## src/rtl/alu_ctrl_pkg.sv

```systemverilog
// Shared definitions for the ALU request arbiter: select codes, FSM states, flag bit positions.
package alu_ctrl_pkg;

    localparam logic [3:0] ALU_ADD  = 4'b0000;
    localparam logic [3:0] ALU_ADC  = 4'b0001;
    localparam logic [3:0] ALU_SUB  = 4'b0010;
    localparam logic [3:0] ALU_SBC  = 4'b0011;
    localparam logic [3:0] ALU_AND  = 4'b0100;
    localparam logic [3:0] ALU_OR   = 4'b0101;
    localparam logic [3:0] ALU_XOR  = 4'b0110;
    localparam logic [3:0] ALU_NOT  = 4'b0111;
    localparam logic [3:0] ALU_SHL  = 4'b1000;
    localparam logic [3:0] ALU_SHR  = 4'b1001;
    localparam logic [3:0] ALU_PASS = 4'b1010;

    // Bit positions inside the 4-bit {carry, sign, overflow, zero} flag word
    localparam int FLAG_C = 3;
    localparam int FLAG_S = 2;
    localparam int FLAG_V = 1;
    localparam int FLAG_Z = 0;

    typedef enum logic [1:0] {
        IDLE = 2'd0,
        EXEC = 2'd1,
        CAPT = 2'd2,
        RESP = 2'd3
    } state_t;

    function automatic logic [1:0] id_to_onehot(input logic id);
        return id ? 2'b10 : 2'b01;
    endfunction

endpackage

```

## src/rtl/rr_arb2.sv

```systemverilog
// Two-way round-robin arbiter; the pointer remembers the last granted requester.
module rr_arb2 (
    input  logic       clk,
    input  logic       rst_n,
    input  logic [1:0] req,
    input  logic       update,
    output logic [1:0] gnt
);

    logic last_q;

    always_comb begin
        gnt = 2'b00;
        case (req)
            2'b01:   gnt = 2'b01;
            2'b10:   gnt = 2'b10;
            2'b11:   gnt = last_q ? 2'b01 : 2'b10;
            default: gnt = 2'b00;
        endcase
    end

    // Reset points at requester 1 so requester 0 wins the first tie
    always_ff @(posedge clk or negedge rst_n) begin
        if (!rst_n) begin
            last_q <= 1'b1;
        end else if (update) begin
            last_q <= gnt[1];
        end
    end

endmodule

```

## src/rtl/alu_arbiter.sv

```systemverilog
// Shares one multi-cycle ALU between two requesters, one operation in flight at a time,
// with a private carry bit kept for each requester.
module alu_arbiter
    import alu_ctrl_pkg::*;
#(
    parameter int WIDTH   = 16,
    parameter int ALU_LAT = 1
) (
    input  logic             clk,
    input  logic             rst_n,
    input  logic [1:0]       rq_valid,
    output logic [1:0]       rq_ready,
    input  logic [WIDTH-1:0] rq0_a,
    input  logic [WIDTH-1:0] rq0_b,
    input  logic [3:0]       rq0_sel,
    input  logic [WIDTH-1:0] rq1_a,
    input  logic [WIDTH-1:0] rq1_b,
    input  logic [3:0]       rq1_sel,
    output logic [1:0]       rs_valid,
    input  logic [1:0]       rs_ready,
    output logic [WIDTH-1:0] rs_data,
    output logic [3:0]       rs_flags,
    output logic [WIDTH-1:0] alu_a,
    output logic [WIDTH-1:0] alu_b,
    output logic [3:0]       alu_sel,
    output logic             alu_cin,
    input  logic [WIDTH-1:0] alu_out,
    input  logic             alu_c,
    input  logic             alu_s,
    input  logic             alu_v,
    input  logic             alu_z
);

    localparam logic [2:0] CNT_LOAD = 3'(ALU_LAT - 1);

    state_t           state_q, state_d;
    logic [2:0]       cnt_q;
    logic [WIDTH-1:0] hold_a_q, hold_b_q;
    logic [3:0]       hold_sel_q;
    logic             hold_id_q;
    logic [1:0]       carry_q;
    logic [1:0]       gnt;
    logic             accept;

    rr_arb2 u_arb (
        .clk    (clk),
        .rst_n  (rst_n),
        .req    (rq_valid),
        .update (accept),
        .gnt    (gnt)
    );

    // rq_ready is gated by rst_n so nothing is offered while reset is held
    always_comb begin
        rq_ready = 2'b00;
        rs_valid = 2'b00;
        state_d  = state_q;
        if (rst_n && state_q == IDLE) begin
            rq_ready = gnt;
        end
        accept = |(rq_valid & rq_ready);
        case (state_q)
            IDLE: if (accept) state_d = EXEC;
            EXEC: if (cnt_q == 3'd0) state_d = CAPT;
            CAPT: state_d = RESP;
            RESP: begin
                rs_valid = id_to_onehot(hold_id_q);
                if (rs_ready[hold_id_q]) state_d = IDLE;
            end
            default: state_d = IDLE;
        endcase
    end

    always_ff @(posedge clk or negedge rst_n) begin
        if (!rst_n) begin
            state_q <= IDLE;
        end else begin
            state_q <= state_d;
        end
    end

    always_ff @(posedge clk or negedge rst_n) begin
        if (!rst_n) begin
            cnt_q      <= 3'd0;
            hold_a_q   <= '0;
            hold_b_q   <= '0;
            hold_sel_q <= 4'd0;
            hold_id_q  <= 1'b0;
            carry_q    <= 2'b00;
            rs_data    <= '0;
            rs_flags   <= 4'd0;
        end else begin
            if (accept) begin
                hold_a_q   <= gnt[1] ? rq1_a   : rq0_a;
                hold_b_q   <= gnt[1] ? rq1_b   : rq0_b;
                hold_sel_q <= gnt[1] ? rq1_sel : rq0_sel;
                hold_id_q  <= gnt[1];
                cnt_q      <= CNT_LOAD;
            end else if (state_q == EXEC && cnt_q != 3'd0) begin
                cnt_q <= cnt_q - 3'd1;
            end
            if (state_q == CAPT) begin
                rs_data            <= alu_out;
                rs_flags[FLAG_C]   <= alu_c;
                rs_flags[FLAG_S]   <= alu_s;
                rs_flags[FLAG_V]   <= alu_v;
                rs_flags[FLAG_Z]   <= alu_z;
                carry_q[hold_id_q] <= alu_c;
            end
        end
    end

    // Holding registers stay put until the next acceptance, which keeps the ALU inputs stable
    assign alu_a   = hold_a_q;
    assign alu_b   = hold_b_q;
    assign alu_sel = hold_sel_q;
    assign alu_cin = carry_q[hold_id_q];

endmodule

```

## config.mk

```make
export PLATFORM = sky130hd
export DESIGN_NAME = alu_arbiter
export DESIGN_NICKNAME = d
export VERILOG_FILES = /design/src/rtl/alu_ctrl_pkg.sv /design/src/rtl/rr_arb2.sv /design/src/rtl/alu_arbiter.sv
export SDC_FILE = /design/constraint.sdc
export NUM_CORES = 1
export LEC_CHECK = 0
export ABC_AREA = 1
export CAP_MARGIN = 10
export CORE_MARGIN = 3
export CORE_UTILIZATION = 37
export DETAILED_ROUTE_END_ITERATION = 6
export GPL_TIMING_DRIVEN = 0
export PLACE_DENSITY_LB_ADDON = 0.2
export SETUP_SLACK_MARGIN = 0.3
export SLEW_MARGIN = 20
export SYNTH_ARGS = -nofsm -noshare
export SYNTH_HDL_FRONTEND = slang
export SYNTH_SLANG_ARGS = --single-unit
```

## constraint.sdc

```tcl
create_clock -name clk -period 1.5 [get_ports clk]
set_clock_uncertainty 0.2 [all_clocks]
set_input_delay 0.3 -clock clk [delete_from_list [all_inputs] [get_ports clk]]
set_output_delay 0.3 -clock clk [all_outputs]
set_load 0.01 [all_outputs]
```

==> results <==
## cells in the mapped netlist (3+ instances only)
| cell | n | area, um^2 |
|---|---|---|
| dfrtp_1 | 64 | 1600 |
| nand3_1 | 5 | 25.0 |
| buf_4 | 6 | 45.0 |
| inv_1 | 50 | 188 |
| nor2_1 | 39 | 146 |
| nand2_1 | 191 | 717 |
| ha_1 | 7 | 87.6 |
| o21ai_1 | 32 | 160 |
| buf_6 | 5 | 56.3 |
| clkbuf_1 | 6 | 22.5 |
| a21oi_1 | 3 | 15.0 |
| o21ai_0 | 9 | 45.0 |
## report_power, final
group / switching, uW / total (uW) / leakage, uW / internal (uW)
logic: 2500 / 5430 / 0.00217 / 2920
registers: 461 / 3050 / 0.000802 / 2590
clock network: 646 / 1490 / 0.000102 / 845
total: 3610 / 9970 / 0.00308 / 6360
## flip-flops by register name, summed over array words and instances, names as in the netlist
name,count
u_arb.last_q,1
rs_flags,4
alu_a,16
carry_q,2
rs_data,16
cnt_q,3
alu_sel,4
alu_b,16
hold_id_q,1
state_q,2
## logic make-up (layout without fill, tap and decap cells)
group / Yosys count / in the layout / share of synthesized area
adder cells (fa/ha/maj): 7 / 7 / 0.0274
AO/OA/AOI/OAI: 44 / 44 / 0.0690
flip-flops: 65 / 65 / 0.510
buffers and inverters: 71 / 302 / 0.104
AND/OR/NAND/NOR: 240 / 240 / 0.290
## area by class of cell
class,instances,area [um^2]
Buffer,19,264
Sequential cell,65,1630
Inverter,52,210
Tap cell,105,131
Timing Repair Buffer,216,2020
Clock inverter,3,40.0
Fill cell,648,2470
Clock buffer,12,155
Multi-Input combinational cell,291,1370
## layer usage
layer	vias up	global-route usage	routed length, um
li1	1734	-	-
met1	1576	0.244	4190
met2	133	0.347	5180
met3	12	0.0722	964
met4	0	0.0609	133
met5	-	0	0
## how the worst max path moves through the flow
stage            startpoint          end  slack (ns)  cells past startpoint
6_report       u_arb.last_q  rq_ready[0]       -0.46                      7
5_1_grt        u_arb.last_q  rq_ready[0]       -0.51                      7
4_1_cts        u_arb.last_q  rq_ready[0]       -0.47                      7
3_5_place_dp    rq_valid[1]  rq_ready[0]       -1.03                      8
3_3_place_gp          rst_n  rq_ready[1]       -3.04                      6
2_1_floorplan  u_arb.last_q  rq_ready[0]       -0.05                      6
## metrics by stage
stage / utilization / instance area (um^2) / total power, uW / cells
2_1_floorplan: - / 3310 / 5190 / 427
3_3_place_gp: 0.606 / 5030 / 7410 / 690
3_5_place_dp: 0.609 / 5050 / 7550 / 691
4_1_cts: 0.653 / 5420 / 9330 / 737
5_1_grt: 0.702 / 5830 / 10700 / 763
6_report: 0.702 / 5830 / 9970 / 763
## worst max-delay path: stages, from the launching register on
cell and delay [ns]:
dfstp_2 0.55, nand3_2 0.07, nand2_2 0.09, buf_6 0.11, buf_8 0.09, nand2_4 0.04, nor2_4 0.08, buf_6 0.11
## timing repair
action,CTS,global route
pin swaps,6,2
hold endpoints to repair,65,18
resized for setup,297,33
endpoints found under the setup margin,126,126
cloned,4,5
buffers inserted,27,21
==> flow_metrics.env <==
export IMPL_cts_buffers=9
export IMPL_syn_nets=532
export IMPL_grt_pass1_wl_um=16100
export IMPL_final_common_cell="nand2_1"
export IMPL_max_cap_viol_count=0
export IMPL_irDropWorstVdd_v=0.000657
export IMPL_ys_seq_elements=65
export IMPL_grt_max_degree=49
export IMPL_drt_total_wl_um=10500
export IMPL_drc_errors=0
export IMPL_routabilityCongestion=0.765
export IMPL_period_share=1.31
export IMPL_avgRoutedWirePerCell_um=13.7
export IMPL_fmax_mhz=510
export IMPL_grt_pass1_vias=3432
export IMPL_dr_pass1_iters=4
export IMPL_path_clk_slew_ns=0.07
export IMPL_synth_area_um2=3190
export IMPL_clk_latency_ns=0.33
export IMPL_synth_edf_count=0
export IMPL_overflow=0
export IMPL_syn_area_per_cell_um2=7.47
export IMPL_fin_nets=759
export IMPL_synthToLayoutAreaGrowth_pct=82.6
export IMPL_startpoint_type="register"
export IMPL_core_area_um2=8300
export IMPL_crit_type="register to output port"
export IMPL_synth_ff_type="dfrtp_1"
export IMPL_yosysWarnings=0
export IMPL_dpl_worst_slack_ns=-1.03
export IMPL_dpl_hpwl_um=6810
export IMPL_die_area_um2=9780
export IMPL_slew_headroom=0.800
export IMPL_antenna_found_initial=0
export IMPL_ys_async_sr_fraction=1.00
export IMPL_htreeDepth=3
export IMPL_cp_required_ns=1.00
export IMPL_slew_viol_final=0
export IMPL_hold_viol_final=65
export IMPL_rows=33
export IMPL_reg2reg_from="state_q[1]"
export IMPL_clock_sinks=65
export IMPL_fin_crit_ns=1.96
export IMPL_yosysUniqueCellTypes=20
export IMPL_gr_usage_all_layers=0.204
export IMPL_io_buffers=158
export IMPL_floorplan_initialDensity=0.385
export IMPL_drt_iter0_drc=109
export IMPL_postRouteAntennaNets=0
export IMPL_cts_root_buf="clkbuf_8"
export IMPL_worstMarginPinSlew_ns=0.299
export IMPL_most_common_layout_cells="nand2_1 (178), clkdlybuf4s50_1 (95), dfrtp_1 (62), buf_2 (44), inv_1 (41)"
export IMPL_worst_r2r_endpoint="state_q[0]"
export IMPL_cts_tree="done"
export IMPL_routed_via_density=4.53
export IMPL_r2r_setup_slack_ns=-0.23
export IMPL_setup_viol=70
export IMPL_ff2ff_path_depth=8
export IMPL_p_leak_uw=0.00308
export IMPL_p_per_area_nw_per_um2=1710
export IMPL_synth_cells=427
export IMPL_fin_hold_ws_ns=-0.351
export IMPL_layout_drive_gt1_share=0.296
export IMPL_clock_path_buffers=2
export IMPL_num_antenna_cells=0
export IMPL_ioPinCount=159
export IMPL_hold_path_class="input pin to asynchronous set/reset pin"
export IMPL_yosysSeqAreaShare=0.510
export IMPL_setup_ws_ns=-0.460
export IMPL_violations="negative hold slack, negative setup slack"
export IMPL_rsz0062_at_grt="yes"
export IMPL_chipWidth_um=98.9
export IMPL_finalSetupTns_ns=-11.49
export IMPL_die_y_um=98.9
export IMPL_status="finished with violations"
export IMPL_via_count=3455
export IMPL_cp_max_fo=2
export IMPL_critPathCaptureType="output port"
export IMPL_cp_data_arrival_time_ns=1.46
No activity file was read; power rests on OpenSTA's default activity.
